--- src/rtl/fibo_pkg.sv ---
// fibo_pkg: shared FSM state encoding, default term width and generator seeds for the Fibonacci generator/checker pair
package fibo_pkg;
  localparam int FIBO_WIDTH = 4;
  localparam int FIBO_SEED0 = 0;
  localparam int FIBO_SEED1 = 1;
  typedef enum logic [1:0] {
    FIBO_IDLE  = 2'd0,
    FIBO_SEED  = 2'd1,
    FIBO_TRACK = 2'd2,
    FIBO_OVF   = 2'd3
  } fibo_state_t;
endpackage

--- src/rtl/fibo_predict.sv ---
// fibo_predict: prev1/prev2 term registers plus WIDTH+1 adder; ports clk, reset (async low), clear, load (prev2<=data), seed (prev1<=data), shift (advance by data), data in, sum/carry out
module fibo_predict
  import fibo_pkg::*;
#(
  parameter int WIDTH = FIBO_WIDTH
) (
  input  logic             clk,
  input  logic             reset,
  input  logic             clear,
  input  logic             load,
  input  logic             seed,
  input  logic             shift,
  input  logic [WIDTH-1:0] data,
  output logic [WIDTH-1:0] sum,
  output logic             carry
);
  logic [WIDTH-1:0] prev1, prev2;
  always_ff @(posedge clk or negedge reset)
    if (!reset) begin
      prev1 <= '0;
      prev2 <= '0;
    end else if (clear) begin
      prev1 <= '0;
      prev2 <= '0;
    end else if (load) begin
      prev2 <= data;
    end else if (seed) begin
      prev1 <= data;
    end else if (shift) begin
      prev2 <= prev1;
      prev1 <= data;
    end
  assign {carry, sum} = {1'b0, prev1} + {1'b0, prev2};
endmodule

--- config.mk ---
export PLATFORM = sky130hd
export DESIGN_NAME = fibo_predict
export DESIGN_NICKNAME = d
export VERILOG_FILES = /design/src/rtl/fibo_pkg.sv /design/src/rtl/fibo_predict.sv
export SDC_FILE = /design/constraint.sdc
export NUM_CORES = 1
export LEC_CHECK = 0
export ABC_AREA = 1
export CAP_MARGIN = 0
export CORE_AREA = 2 2 39 41
export CTS_BUF_LIST = sky130_fd_sc_hd__clkbuf_2 sky130_fd_sc_hd__clkbuf_4 sky130_fd_sc_hd__clkbuf_8
export DETAILED_ROUTE_END_ITERATION = 8
export DIE_AREA = 0 0 41 43
export PLACE_DENSITY = 0.73
export SYNTH_ARGS = -nofsm -noshare
export SYNTH_HDL_FRONTEND = slang
export SYNTH_SLANG_ARGS = --single-unit
--- constraint.sdc ---
create_clock -name clk -period 1.4 [get_ports clk]
set_clock_uncertainty 0.1 [all_clocks]
set_input_delay 0.28 -clock clk [delete_from_list [all_inputs] [get_ports clk]]
set_output_delay 0.28 -clock clk [all_outputs]
set_load 0.01 [all_outputs]
Yosys cells after proc, flatten, opt, wreduce, memory -nomap -nowiden
Cells that the tools add are included.

storage, ports and cells
  flip-flop bits (word level) = 8
  logic and storage cells = 17
  output and inout port bits = 5

cells by class
  muxes and demuxes = 8
  $add $sub $neg = 1
  reduce and logical (&&, ||, !) cells = 4
  equality and inequality tests = 2

operators with widths
  cell                                   count
  two-way mux 4 bit                      8
  nonzero test 3 bit                     2
  adder 4 x 4 -> 5 bit                   1
  AND reduction 2 bit                    2
  != test 3 bit (second input constant)  1
  != test 2 bit (second input constant)  1

Longest topological paths before layout
  word-level depth = 4
  depth in mapped cells = 6
  depth with buffers taken out = 5

Worst setup path after synthesis
Ideal clock, no wire load.

  path kind = reg-to-output
  start point = register prev1[0]
  end point = output port carry
  buffers on the path = 0
  slack = -0.218 ns
  arrival = 1.238 ns
  stages on the path, launching flop included = 5
  cell sequence = dfrtp_1 > ha_1 > inv_1 > fa_1 > o21ai_0

on the way
  word-level cells in the longest chain between the ends = 1

ends and longest elaborated chain
  element                   RTL line            text
  start: declaration        fibo_predict.sv:17  logic [WIDTH-1:0] prev1, prev2;
  start signal: assignment  fibo_predict.sv:28  prev1 <= data;
  start signal: assignment  fibo_predict.sv:31  prev1 <= data;
  adder 4 x 4 -> 5 bit      fibo_predict.sv:33  assign {carry, sum} = {1'b0, prev1} + {1'b0, prev2};
  end: declaration          fibo_predict.sv:15  output logic carry

Every way passes these cells.

Final worst setup path
  start point = register prev1[0]
  end point = output port sum[1]

on the way
  word-level cells in the longest chain between the ends = 1

ends and longest elaborated chain
  element               RTL line            text
  adder 4 x 4 -> 5 bit  fibo_predict.sv:33
  end: declaration      fibo_predict.sv:14  output logic [WIDTH-1:0] sum,

Every way passes these cells.

==> qor.csv <==
stage,metric,value,unit
run_status,outcome,"complete, but fails checks",
run_status,failing checks,setup timing,
die,chip height,43,um
die,Die Area,1760,um^2
synthesis,Async SR Flop Fraction,1.00,
critical_path,Top delay family on crit path,adder cells,
layout,final core occ,0.684,
critical_path,Critical Path Start Type,flop,
synthesis,"Distinct cells, synth",15,
die,Initial Util,0.398,
sta,Rel. slew slack,0.782,
critical_path,critical path startpoint,prev1[0],
sta,Tmin final,1.86,ns
sta,Max Fclk,537,MHz
synthesis,synth warn,0,
critical_path,Worst Path Required,1.02,ns
layout,Area Overhead vs Synth,72.0,%
layout,layout cell share with drive strength beyond 1,0.387,
critical_path,Worst EP arrival,1.48,ns
grt,antenna violations before repair,0,
hold_path,Hold Crit Class,in -> async,
power_and_ir_drop,PD cells,719,nW/um^2
sta,endpoints failing hold,0,
critical_path,crit-path max cell delay,0.52,ns
sta,fin crit share,1.33,
synthesis,sequential share of the synthesized area,0.364,
routing,Via-to-Cell Ratio,4.72,
place,post-DP HPWL,983,um
clocking,Skew-Pair Late Insertion Delay,0.25,ns
place,DP Worst Slack,-0.597,ns
critical_path,Critical Path Most Common Cell,inv_2,
synthesis,largest area contributor in the netlist,dfrtp_1,
die,width of the chip,41,um
job,MaxCap Viol Count,0,
synthesis,Synth Register Bits,8,
sta,Max Slew Vio Count,0,
critical_path,Max Fanout on Critical Path,2,
sta,hold slack,0.197,ns
routing,Remaining DRCs,0,
layout,area of the multi-input gates,380,um^2
place,RePlAce Congestion,0.806,
clocking,H-Tree Depth,1,
clocking,Clock Sinks,8,
routing,Pre-antenna DRT Iters,5,
clocking,Worst-path clk slew,0.05,ns
clocking,CTS root buf,clkbuf_4,
grt,GRT Total Usage,0.182,
power_and_ir_drop,total power,0.681,mW
layout,filler instances,128,
routing,WL per Instance,10.3,um
synthesis,top-count cell post-synth,nand2_1,
synthesis,Synth area leaders,"dfrtp_1, nand2_1, nand3_1, ha_1, inv_1",
synthesis,Syn Nets,90,
critical_path,CP Cell Sequence,ha_4 > inv_2 > fa_2 > inv_2 > buf_6,
synthesis,Post-Syn Area,551,um^2
routing,Detailed Route WL,1.30,mm
critical_path,reg2reg path depth,6,
sta,unrepaired setup endpoints after global routing,yes,
clocking,clock buffer depth,2,
die,Core Area,1380,um^2
sta,final worst slack,-0.461,ns
grt,vias in the first global route,544,
die,number of I/O pins,15,
critical_path,CP Buf/Inv Count,3,
routing,Vias,600,
layout,register area,200,um^2
synthesis,ys flop type,dfrtp_1,
critical_path,worst reg2reg setup slack,0.31,ns
sta,worst slew pin tran,0.326,ns
layout,Final nets,128,
routing,DR iter-0 viols,3,
layout,diode count,0,
critical_path,Crit Path Class,reg -> out,
sta,Post-Route Setup TNS,-1.68,ns
clocking,Num CTS Buffers,3,
power_and_ir_drop,worst IR drop on VDD,0.000338,V
synthesis,most frequent cells after synthesis,"nand2_1, nand3_1, dfrtp_1, inv_1, ha_1",
die,Std-Cell Rows,14,
clocking,number of hold buffers added after cts,0,
power_and_ir_drop,leak pwr,0.506,nW
grt,first-pass GRT wire length,2.11,mm
routing,ANT nets after route,0,
grt,largest net degree at the start of global routing,9,
synthesis,share of the synthesized area in the top cell type,0.364,
critical_path,CP max stage cell,fa_2,
critical_path,FF-to-FF End,prev2[0],
synthesis,"EDFF count, synth",0,
synthesis,cells after synthesis,75,
place,# port buffers,14,
grt,grt ovf,0,
sta,# setup viols final,4,
clocking,CTS tree,yes,
synthesis,synthesized area per cell,7.34,um^2
critical_path,FF-to-FF Start,prev1[0],
critical_path,CP endpoint kind,primary output,
==> cell type report <==
cell class | count | share of cell area
timing repair buffer | 34 | 0.310
tap | 16 | 0.0211
sequential | 8 | 0.211
inverter | 8 | 0.0317
clock buffer | 3 | 0.0238
multi-input combinational | 58 | 0.402
==> timing repair <==
item | in CTS | in global routing
pin swaps | 6 | 2
setup endpoints to repair | 5 | 5
gates resized for setup | 29 | 1
setup buffers | 5 | 1
==> power by group <==
part | leakage, nW | internal (mW) | total (mW) | switching, mW
registers | 0.107 | 0.248 | 0.263 | 0.0155
clock network | 0.0138 | 0.0974 | 0.166 | 0.0683
logic | 0.386 | 0.143 | 0.251 | 0.108
==> how the worst max path moves through the flow <==
stage | endpoint | cells past startpoint
2_1_floorplan | sum[1] | 4
3_3_place_gp | sum[1] | 5
3_5_place_dp | sum[2] | 5
4_1_cts | sum[2] | 5
5_1_grt | sum[2] | 5
6_report | sum[1] | 5
==> flip-flops by register name (all words and copies together), names as in the netlist <==
register  cells
prev1         4
prev2         4
==> layer usage <==
layer | routed length (um) | up-vias | global-route usage
met4 | 0 | 0 | 0.100
met2 | 774 | 18 | 0.325
met1 | 488 | 269 | 0.180
met3 | 41 | 0 | 0.0314
met5 | 0 | - | 0
li1 | - | 313 | -
==> cell families after synthesis <==
logic type / Yosys count / share of synthesized area
flip-flops: 8 / 0.364
buffers and inverters: 9 / 0.0750
AND/OR/NAND/NOR: 50 / 0.400
AO/OA/AOI/OAI: 2 / 0.0182
adder cells (fa/ha/maj): 5 / 0.127
XOR/XNOR: 1 / 0.0159
==> metrics by stage <==
step | cell area, um^2 | instances
6_report | 947 | 127
4_1_cts | 936 | 126
3_3_place_gp | 833 | 118
2_1_floorplan | 567 | 75
5_1_grt | 947 | 127
3_5_place_dp | 833 | 118
==> cell usage in the layout (no fill, tap or decap), types with 3 or more instances in the layout <==
cell | netlist | final
buf_2 | 0 | 3
buf_4 | 0 | 18
buf_6 | 1 | 3
clkbuf_4 | 0 | 3
clkdlybuf4s50_1 | 0 | 9
dfrtp_1 | 8 | 8
ha_4 | 0 | 3
inv_1 | 7 | 5
inv_2 | 1 | 3
nand2_1 | 31 | 30
nand2_2 | 2 | 3
nand3_1 | 14 | 12
==> worst reg2reg max path: cells and delay by family, from the launching register on <==
| family | cells | cell delay [ns] |
|---|---|---|
| DFF | 1 | 0.40 |
| buffers and inverters | 2 | 0.27 |
| and+or+nand+nor | 4 | 0.20 |
No activity file was read; power rests on OpenSTA's default activity.
